==> config.mk <==
export PLATFORM = sky130hd
export DESIGN_NAME = hilo_div_unit
export DESIGN_NICKNAME = d
export VERILOG_FILES = /design/src/rtl/hilo_div_unit.sv
export SDC_FILE = /design/constraint.sdc
export NUM_CORES = 1
export LEC_CHECK = 0
export ABC_CLOCK_PERIOD_IN_PS = 7900
export BUFFER_PORTS_ARGS = -buffer_cell sky130_fd_sc_hd__buf_2
export CAP_MARGIN = 40
export CORE_ASPECT_RATIO = 0.6
export CORE_MARGIN = 3
export CORE_UTILIZATION = 30
export CTS_CLUSTER_DIAMETER = 40
export DETAILED_ROUTE_END_ITERATION = 8
export PLACE_DENSITY = 0.43
export SETUP_SLACK_MARGIN = 0.1
export SLEW_MARGIN = 20
export SYNTH_ARGS = -nofsm -noshare
export SYNTH_HDL_FRONTEND = slang
export SYNTH_SLANG_ARGS = --single-unit
==> constraint.sdc <==
create_clock -name Clock -period 7.9 [get_ports Clock]
set_input_delay 0.79 -clock Clock [delete_from_list [all_inputs] [get_ports Clock]]
set_output_delay 0.79 -clock Clock [all_outputs]
set_load 0.1 [all_outputs]
==> src/rtl/hilo_div_unit.sv <==
// -----------------------------------------------------------------------------
// hilo_div_unit
//
// Iterative restoring divider with the architectural HI/LO registers for the
// EX stage. It produces one quotient bit per clock and follows MIPS div/divu
// semantics. HI holds the remainder and LO holds the quotient. Mthi/Mtlo
// writes are accepted only while the unit is idle.
//
// Timing: Start sampled in IDLE at edge E0, then WIDTH CALC edges, then one
// FIX edge. Done pulses for one cycle after E(WIDTH+1). Every request takes
// this latency, divide-by-zero included.
//
// Ports
//   Clock      in   rising-edge clock
//   Reset      in   asynchronous active-high reset
//   Start      in   division request, sampled only in IDLE
//   Signed     in   1 = div (signed), 0 = divu; sampled with Start
//   Dividend   in   [WIDTH] A operand, sampled with Start
//   Divisor    in   [WIDTH] B operand, sampled with Start
//   Abort      in   pipeline flush; cancels an in-flight division
//   MthiWe     in   write WrData into HI (IDLE only)
//   MtloWe     in   write WrData into LO (IDLE only)
//   WrData     in   [WIDTH] data for Mthi/Mtlo
//   Busy       out  division in progress (drives the stall logic)
//   Done       out  one-cycle pulse when a division updates HI/LO
//   DivByZero  out  last completed division had Divisor == 0
//   Hi         out  [WIDTH] HI register (remainder)
//   Lo         out  [WIDTH] LO register (quotient)
// -----------------------------------------------------------------------------
module hilo_div_unit #(
    parameter int WIDTH = 32
) (
    input  logic             Clock,
    input  logic             Reset,
    input  logic             Start,
    input  logic             Signed,
    input  logic [WIDTH-1:0] Dividend,
    input  logic [WIDTH-1:0] Divisor,
    input  logic             Abort,
    input  logic             MthiWe,
    input  logic             MtloWe,
    input  logic [WIDTH-1:0] WrData,
    output logic             Busy,
    output logic             Done,
    output logic             DivByZero,
    output logic [WIDTH-1:0] Hi,
    output logic [WIDTH-1:0] Lo
);

    localparam int CW = $clog2(WIDTH + 1);
    localparam logic [WIDTH-1:0] ONE      = WIDTH'(1);
    localparam logic [CW-1:0]    CNT_LOAD = CW'(WIDTH);
    localparam logic [CW-1:0]    CNT_ONE  = CW'(1);

    typedef enum logic [1:0] {
        ST_IDLE,
        ST_CALC,
        ST_FIX
    } state_e;

    // -------------------------------------------------------------------------
    // State and datapath registers
    // -------------------------------------------------------------------------
    state_e           state_q,   state_d;
    logic [CW-1:0]    cnt_q,     cnt_d;
    logic [WIDTH:0]   rem_q,     rem_d;      // partial remainder, one spare bit
    logic [WIDTH-1:0] quo_q,     quo_d;      // dividend magnitude shifting into quotient
    logic [WIDTH-1:0] dsr_q,     dsr_d;      // divisor magnitude
    logic [WIDTH-1:0] dvd_q,     dvd_d;      // raw dividend, returned on divide-by-zero
    logic             neg_quo_q, neg_quo_d;
    logic             neg_rem_q, neg_rem_d;
    logic             zero_q,    zero_d;
    logic [WIDTH-1:0] hi_q,      hi_d;
    logic [WIDTH-1:0] lo_q,      lo_d;
    logic             done_q,    done_d;
    logic             dbz_q,     dbz_d;

    // -------------------------------------------------------------------------
    // Operand preparation: magnitudes in signed mode. The magnitude of the most
    // negative value is 2^(WIDTH-1), which still fits as an unsigned WIDTH-bit
    // number, so no extra bit is needed here.
    // -------------------------------------------------------------------------
    logic             a_neg;
    logic             b_neg;
    logic [WIDTH-1:0] a_mag;
    logic [WIDTH-1:0] b_mag;

    always_comb begin
        a_neg = Signed & Dividend[WIDTH-1];
        b_neg = Signed & Divisor[WIDTH-1];
        a_mag = a_neg ? (~Dividend + ONE) : Dividend;
        b_mag = b_neg ? (~Divisor + ONE) : Divisor;
    end

    // -------------------------------------------------------------------------
    // One restoring step. The shifted remainder needs WIDTH+1 bits. The trial
    // difference gets one more bit so its sign can be read directly.
    // -------------------------------------------------------------------------
    logic [WIDTH+1:0] rem_shift;
    logic [WIDTH+1:0] trial;
    logic             trial_neg;

    always_comb begin
        rem_shift = {rem_q, quo_q[WIDTH-1]};
        trial     = rem_shift - {2'b00, dsr_q};
        trial_neg = trial[WIDTH+1];
    end

    // -------------------------------------------------------------------------
    // Sign correction applied at FIX. The quotient is negative iff the operand
    // signs differ. The remainder takes the dividend's sign. The final
    // remainder is below the divisor magnitude, so its top bit is always clear.
    // -------------------------------------------------------------------------
    logic [WIDTH-1:0] quo_fix;
    logic [WIDTH-1:0] rem_fix;

    always_comb begin
        quo_fix = neg_quo_q ? (~quo_q + ONE) : quo_q;
        rem_fix = neg_rem_q ? (~rem_q[WIDTH-1:0] + ONE) : rem_q[WIDTH-1:0];
    end

    // -------------------------------------------------------------------------
    // Next-state and register update logic
    // -------------------------------------------------------------------------
    always_comb begin
        // NOTE: every _d takes its _q value first. No path can then leave a
        // signal unassigned, so no latch is inferred.
        state_d   = state_q;
        cnt_d     = cnt_q;
        rem_d     = rem_q;
        quo_d     = quo_q;
        dsr_d     = dsr_q;
        dvd_d     = dvd_q;
        neg_quo_d = neg_quo_q;
        neg_rem_d = neg_rem_q;
        zero_d    = zero_q;
        hi_d      = hi_q;
        lo_d      = lo_q;
        done_d    = 1'b0;
        dbz_d     = dbz_q;

        unique case (state_q)
            ST_IDLE: begin
                // Mthi/Mtlo land only in IDLE. A division started in the same
                // cycle overwrites both registers later at its FIX edge.
                if (MthiWe) begin
                    hi_d = WrData;
                end
                if (MtloWe) begin
                    lo_d = WrData;
                end
                // Abort suppresses a Start that arrives in the same cycle.
                if (Start && !Abort) begin
                    state_d   = ST_CALC;
                    cnt_d     = CNT_LOAD;
                    rem_d     = '0;
                    quo_d     = a_mag;
                    dsr_d     = b_mag;
                    dvd_d     = Dividend;
                    neg_quo_d = a_neg ^ b_neg;
                    neg_rem_d = a_neg;
                    zero_d    = (Divisor == '0);
                end
            end

            ST_CALC: begin
                if (Abort) begin
                    state_d = ST_IDLE;
                end else begin
                    if (trial_neg) begin
                        rem_d = rem_shift[WIDTH:0];
                        quo_d = {quo_q[WIDTH-2:0], 1'b0};
                    end else begin
                        rem_d = trial[WIDTH:0];
                        quo_d = {quo_q[WIDTH-2:0], 1'b1};
                    end
                    cnt_d = cnt_q - CNT_ONE;
                    if (cnt_q == CNT_ONE) begin
                        state_d = ST_FIX;
                    end
                end
            end

            ST_FIX: begin
                state_d = ST_IDLE;
                if (!Abort) begin
                    done_d = 1'b1;
                    dbz_d  = zero_q;
                    if (zero_q) begin
                        // Divide-by-zero returns the untouched dividend and
                        // an all-ones quotient, whatever the signedness.
                        hi_d = dvd_q;
                        lo_d = '1;
                    end else begin
                        hi_d = rem_fix;
                        lo_d = quo_fix;
                    end
                end
            end

            default: begin
                state_d = ST_IDLE;
            end
        endcase
    end

    // -------------------------------------------------------------------------
    // Registers
    // -------------------------------------------------------------------------
    always_ff @(posedge Clock or posedge Reset) begin
        // NOTE: non-blocking assignments, so every flop updates from the same
        // pre-edge values no matter what order the statements are in.
        if (Reset) begin
            // The datapath is cleared too, so a reset mid-division leaves no
            // stale partial result.
            state_q   <= ST_IDLE;
            cnt_q     <= '0;
            rem_q     <= '0;
            quo_q     <= '0;
            dsr_q     <= '0;
            dvd_q     <= '0;
            neg_quo_q <= 1'b0;
            neg_rem_q <= 1'b0;
            zero_q    <= 1'b0;
            hi_q      <= '0;
            lo_q      <= '0;
            done_q    <= 1'b0;
            dbz_q     <= 1'b0;
        end else begin
            state_q   <= state_d;
            cnt_q     <= cnt_d;
            rem_q     <= rem_d;
            quo_q     <= quo_d;
            dsr_q     <= dsr_d;
            dvd_q     <= dvd_d;
            neg_quo_q <= neg_quo_d;
            neg_rem_q <= neg_rem_d;
            zero_q    <= zero_d;
            hi_q      <= hi_d;
            lo_q      <= lo_d;
            done_q    <= done_d;
            dbz_q     <= dbz_d;
        end
    end

    // -------------------------------------------------------------------------
    // Outputs
    // -------------------------------------------------------------------------
    assign Busy      = (state_q != ST_IDLE);
    assign Done      = done_q;
    assign DivByZero = dbz_q;
    assign Hi        = hi_q;
    assign Lo        = lo_q;

endmodule

==> results of run 1 <==
==> synthesized netlist by cell type (14+ instances only) <==
cell type  instances
nand2_1          313
dfrtp_1          206
o21ai_0          203
a21oi_1          108
nor2_1           105
nand3_1           85
xnor2_1           81
clkbuf_1          76
xor2_1            67
inv_1             56
ha_1              38
o22ai_1           36
o31ai_1           24
nor3_1            20
mux2i_1           16
nand2b_1          16
o41ai_1           15
nor4_1            14
==> sequential cells by signal, summed over array words and instances, names as in the netlist <==
| signal | flops |
|---|---|
| rem_q | 33 |
| Hi | 32 |
| Lo | 32 |
| dsr_q | 32 |
| dvd_q | 32 |
| quo_q | 32 |
| cnt_q | 6 |
| state_q | 2 |
| DivByZero | 1 |
| Done | 1 |
| neg_quo_q | 1 |
| neg_rem_q | 1 |
| zero_q | 1 |
==> report_power, final <==
part | switching, mW | internal (mW) | total [mW]
clock | 0.572 | 1.08 | 1.65
combinational | 1.99 | 0.882 | 2.87
sequential | 0.385 | 1.34 | 1.72
total | 2.95 | 3.30 | 6.24
==> cell type report <==
type / instances / area (µm²) / area share, %
diodes: 1 / 2.50 / 0.0156
multi-input cells: 1293 / 7600 / 47.2
clock inverters: 16 / 238 / 1.48
clock buffers: 46 / 1020 / 6.34
well taps: 579 / 724 / 4.51
repair buffers: 194 / 1120 / 6.99
inverters: 56 / 218 / 1.35
flip-flops and latches: 206 / 5160 / 32.1
==> worst max-delay path, delay by kind of cell, from the launching register on <==
family / cells / cell delay (ns)
AO/OA/AOI/OAI: 5 / 1.62
XOR/XNOR: 1 / 0.08
adder cells (fa/ha/maj): 1 / 0.22
buffers and inverters: 2 / 0.38
flip-flops: 1 / 0.50
AND/OR/NAND/NOR: 3 / 0.78
==> logic make-up after synthesis <==
| kind of cell | count (synthesis) | share of synthesized area, % |
|---|---|---|
| XOR/XNOR | 149 | 9.85 |
| flip-flops | 206 | 38.7 |
| adder cells (fa/ha/maj) | 39 | 3.72 |
| multiplexers | 17 | 1.29 |
| buffers and inverters | 153 | 4.84 |
| AO/OA/AOI/OAI | 460 | 20.3 |
| AND/OR/NAND/NOR | 628 | 21.3 |
==> final timing paths <==
kind	slack, ns	start	end	cells past startpoint
worst max-delay path	4.23	quo_q[31]	rem_q[15]	12
worst min-delay path	0.27	Reset	Hi[24]	2
worst max register to register	4.23	quo_q[31]	rem_q[15]	12
worst min register to register	0.48	Lo[16]	Lo[16]	2
max in group asynchronous	6.28	Reset	zero_q	4
min in group Clock	0.48	Lo[16]	Lo[16]	2
==> routing by layer <==
metal,global-route usage [%],vias up,wire [µm]
li1,-,6072,-
met1,34.8,6083,27300
met2,26.8,365,18500
met3,5.29,36,3970
met4,3.35,0,541
met5,0,-,0
==> results.json, run 1 <==
{
  "layout_commonest_cell": "nand2_1",
  "finalSetupTns_ns": 0,
  "post-route-period-util_pct": 46.4,
  "top_level_ports": 170,
  "fp.dieH_um": 169,
  "dpl_cell_area_um2": 14800,
  "tightest_slew_ns": 0.800,
  "powerDensity_nw_per_um2": 388,
  "grt_setup_unrepaired": "no",
  "cts-root-buf": "clkbuf_16",
  "grt.overflow.total": 0,
  "yosysWarnings": 0,
  "cts_tree": "yes",
  "min_path_type": "in2async",
  "irDropWorstVdd_uv": 228,
  "viasPerCell": 5.25,
  "clkLatencyLatePin_ns": 0.52,
  "wl_um": 50300,
  "critPathMaxFanout": 33,
  "post_cts_buffers": 0,
  "setup_viol": 0,
  "skew_ns": 0.0133,
  "grt_use_total_pct": 21.0,
  "synth_fp_nets": 1794,
  "portBuffers": 169,
  "async_flop_share_pct": 100,
  "power_mw": 6.24,
  "grt_start_max_net_pins": 66,
  "cp.required_ns": 8.35,
  "crit_slowest_cell": "or4_1",
  "vias": 12556,
  "fin_ws_ns": 4.23,
  "fin_area_um2": 16100,
  "max_freq_mhz": 273,
  "max_stage_delay_ns": 0.52,
  "numCtsBuffers": 35,
  "gp_congestion": 0.858,
  "cts.sinks": 206,
  "clkTransAtPathRegs_ns": 0.05,
  "path_class": "reg2reg",
  "clk_path_buf_depth": 3,
  "start_kind": "flip-flop",
  "grt_pass1_wl_um": 75700,
  "ys_ff_latch": 206,
  "first_iter_violations": 1172,
  "synth-edff-count": 0,
  "path_cells": "inv_1, ha_1, nand2b_1, a211oi_1, o2111ai_1, a21boi_1, o21ai_1, o21ai_2, xnor2_2, buf_4, or4_1, nand3_1",
  "synth_top_area_share_pct": 38.7,
  "antenna_found_initial": 0,
  "fillers": 4623,
  "antenna_left": 0,
  "avgSynthCellArea_um2": 8.06,
  "dpl.hpwl_um": 38300,
  "firstDrtPassIters": 5,
  "fin_hold_ws_ns": 0.274,
  "fin_crit_ns": 3.67,
  "synth_ff_type": "dfrtp_1",
  "synth.largest_area_cell": "dfrtp_1",
  "place_inst": 2325,
  "h-tree-depth": 2,
  "drcViolationCount": 0,
  "synth_area_um2": 13300,
  "dp_slack_ns": 4.22,
  "area_growth_pct": 20.7,
  "fin_nets": 1928,
  "wl_per_cell_um": 21.0,
  "cts_hold_buf": 0,
  "drive_above_1_share_pct": 15.7,
  "ys_top_cells_by_area": "dfrtp_1, nand2_1, o21ai_0, xnor2_1, xor2_1",
  "synth_cells": 1652,
  "cap_violations": 0,
  "postLayoutCoreUtil_pct": 36.9,
  "status": "complete, no violations",
  "yosysSeqAreaShare_pct": 38.7,
  "finalHoldViolCount": 0,
  "fp.coreArea_um2": 43600,
  "relSlewSlack_pct": 46.1,
  "drv_slew": 0,
  "total_leakage_power_nw": 7.16,
  "fp.dieW_um": 278,
  "arrival_ns": 4.11,
  "fin_cells": 2391,
  "mostFrequentLayoutCells": "nand2_1, dfrtp_1, o21ai_0",
  "grt_pass1_vias": 11940,
  "initial_utilization_pct": 30.6,
  "endpoint_kind": "flip-flop",
  "ctsResizeCount": 0,
  "num_rows": 59,
  "die-area_um2": 47100,
  "synth_cell_type_count": 71
}
Power figures use the tool's default switching activity.
==> run 2, diff against run 1 <==
ABC_AREA = 1   (was unset)
ABC_CLOCK_PERIOD_IN_PS = 3800   (was 7900)
PLACE_DENSITY = 0.42   (was 0.43)
clock period = 3.8 ns   (was 7.9 ns; I/O delays follow)
==> results.json, run 2 <==
{
  "h-tree-depth": 2,
  "fp.dieH_um": 182,
  "post-route-period-util_pct": 75.6,
  "grt_use_total_pct": 24.9,
  "ys_top_cells_by_area": "dfrtp_1, nand2_1, inv_1, nor2_1, nand3_1",
  "tightest_slew_ns": 0.888,
  "fillers": 5606,
  "cap_violations": 0,
  "synth-edff-count": 0,
  "p_int_mw": 7.09,
  "p_clk_share_pct": 23.2,
  "post_cts_buffers": 0,
  "synthTopCellsByCount": "nand2_1, inv_1, nor2_1, nand3_1, dfrtp_1",
  "largest_register_ffs": 33,
  "portBuffers": 169,
  "finalSetupTns_ns": 0,
  "antenna_found_initial": 1,
  "max_freq_mhz": 348,
  "area_growth_pct": 18.3,
  "grt_pass1_vias": 15402,
  "top_register": "rem_q",
  "fp.coreArea_um2": 50100,
  "layout_commonest_cell": "nand2_1",
  "synth_most_common_cell": "nand2_1",
  "sw_frac_of_total_pct": 52.1,
  "top_level_ports": 170,
  "initial_utilization_pct": 30.8,
  "hold_path_depth": 3,
  "hold_start": "Dividend[16]",
  "fin_ws_ns": 0.926,
  "die-area_um2": 54300,
  "cts_tree": "yes",
  "drive_above_1_share_pct": 11.8,
  "grt.overflow.total": 0,
  "endpoint_kind": "flip-flop",
  "postLayoutCoreUtil_pct": 36.4,
  "grt_pass1_wl_um": 102000,
  "vias": 16730,
  "drv_slew": 0,
  "synth_cell_type_count": 42,
  "clkTransAtPathRegs_ns": 0.05,
  "yosysSeqAreaShare_pct": 33.4,
  "synth.largest_area_cell": "dfrtp_1",
  "clkLatencyLatePin_ns": 0.53,
  "cts_hold_buf": 1,
  "wl_um": 68800,
  "cp.required_ns": 4.19,
  "arrival_ns": 3.27,
  "path_class": "reg2reg",
  "synth_fp_nets": 2567,
  "total_leakage_power_nw": 9.41,
  "finalHoldViolCount": 0,
  "setup_viol": 0,
  "critPathMaxFanout": 34,
  "hold_end": "dvd_q[16]",
  "dpl.hpwl_um": 55200,
  "mostFrequentLayoutCells": "nand2_1, nor2_1, inv_1",
  "wl_per_cell_um": 21.0,
  "p_seq_share_pct": 23.6,
  "r2r_slack_ns": 0.93,
  "cts.sinks": 206,
  "numCtsBuffers": 35,
  "fp.dieW_um": 299,
  "r2r_cells": 12,
  "grt_setup_unrepaired": "no",
  "drcViolationCount": 0,
  "min_path_type": "in2reg",
  "fin_area_um2": 18300,
  "fin_nets": 2717,
  "powerDensity_nw_per_um2": 811,
  "synth_area_um2": 15400,
  "async_flop_share_pct": 100,
  "start_kind": "flip-flop",
  "firstDrtPassIters": 5,
  "skew_ns": 0.0197,
  "ys_ff_latch": 206,
  "fin_crit_ns": 2.87,
  "dp_slack_ns": 0.969,
  "avgSynthCellArea_um2": 6.37,
  "viasPerCell": 5.10,
  "first_iter_violations": 1800,
  "relSlewSlack_pct": 40.3,
  "power.switching_mw": 7.72,
  "r2r_end": "quo_q[0]",
  "antenna_left": 0,
  "r2r-start": "dsr_q[28]",
  "status": "complete, no violations",
  "irDropWorstVdd_uv": 437,
  "combPwrFrac_pct": 53.2,
  "ctsResizeCount": 0,
  "num_rows": 63,
  "yosysWarnings": 0,
  "clk_path_buf_depth": 3,
  "gp_congestion": 0.898,
  "synth_cells": 2425,
  "synth_ff_type": "dfrtp_1",
  "cts-root-buf": "clkbuf_16",
  "synth_top_area_share_pct": 33.4,
  "grt_start_max_net_pins": 83,
  "dpl_cell_area_um2": 17000
}
run 2: cells by family after synthesis:
family                     Yosys count  synth area share [%]
AOI/OAI and AO/OA                  379                  13.5
xor gates and xnor gates            50                  2.84
and+or+nand+nor                   1336                  36.5
buffers and inverters              415                  10.7
adders and majority gates           39                  3.21
DFF                                206                  33.4
run 2: how the worst max path moves through the flow:
| stage | endpoint | depth (start not counted) | from |
|---|---|---|---|
| 3_5_place_dp | quo_q[0] | 12 | dsr_q[28] |
| 4_1_cts | quo_q[0] | 12 | dsr_q[28] |
| 2_1_floorplan | DivByZero | 1 | Reset |
| 5_1_grt | quo_q[0] | 12 | dsr_q[28] |
| 6_report | quo_q[0] | 12 | dsr_q[28] |
| 3_3_place_gp | quo_q[0] | 13 | rem_q[4] |
run 2: power by group through the flow:
stage                     sequential (mW)  clock [mW]  combinational, mW
after global placement               3.51           0               7.74
after CTS                            3.49        3.51               7.76
after detailed placement             3.51           0               7.73
final                                3.50        3.44               7.87
after global routing                 3.58        3.60               8.65
after floorplan                      4.74           0               4.29
run 2: metal layers:
metal,GRT usage (%),vias to the layer above,part of all wire (%),wire [µm]
met1,43.3,7930,56,38700
li1,-,8123,-,-
met3,7.54,46,9.9,6780
met4,2.83,2,0.89,615
met5,0,-,0.0073,5
met2,28.3,629,33,22600
run 2: stage by stage:
step | std cells | power (mW) | hold slack, ns
final | 3280 | 14.8 | 0.123
after global routing | 3279 | 15.8 | 0.133
after CTS | 3276 | 14.8 | 0.103
after detailed placement | 3216 | 11.2 | 0.427
after global placement | 3213 | 11.3 | 0.469
after floorplan | 2425 | 9.04 | 0.448
run 2: final cells by class:
type | instances | area [µm²] | area share [%]
diodes | 1 | 2.50 | 0.0137
clock buffers | 46 | 1000 | 5.47
clock inverters | 13 | 225 | 1.23
inverters | 320 | 1200 | 6.60
multi-input cells | 1804 | 8650 | 47.3
flip-flops and latches | 206 | 5150 | 28.2
well taps | 682 | 853 | 4.67
repair buffers | 208 | 1180 | 6.44
run 2: critical path, stage by stage, from the launching register on:
cell and delay (ns):
dfrtp_1 0.38, inv_1 0.24, ha_1 0.36, a21oi_1 0.31, o21ai_1 0.11, nand2_1 0.07, nand3_1 0.19, nor2_4 0.24
nand2_4 0.09, nand2_4 0.31, nand3_1 0.20, nand2_1 0.14, o21ai_0 0.09
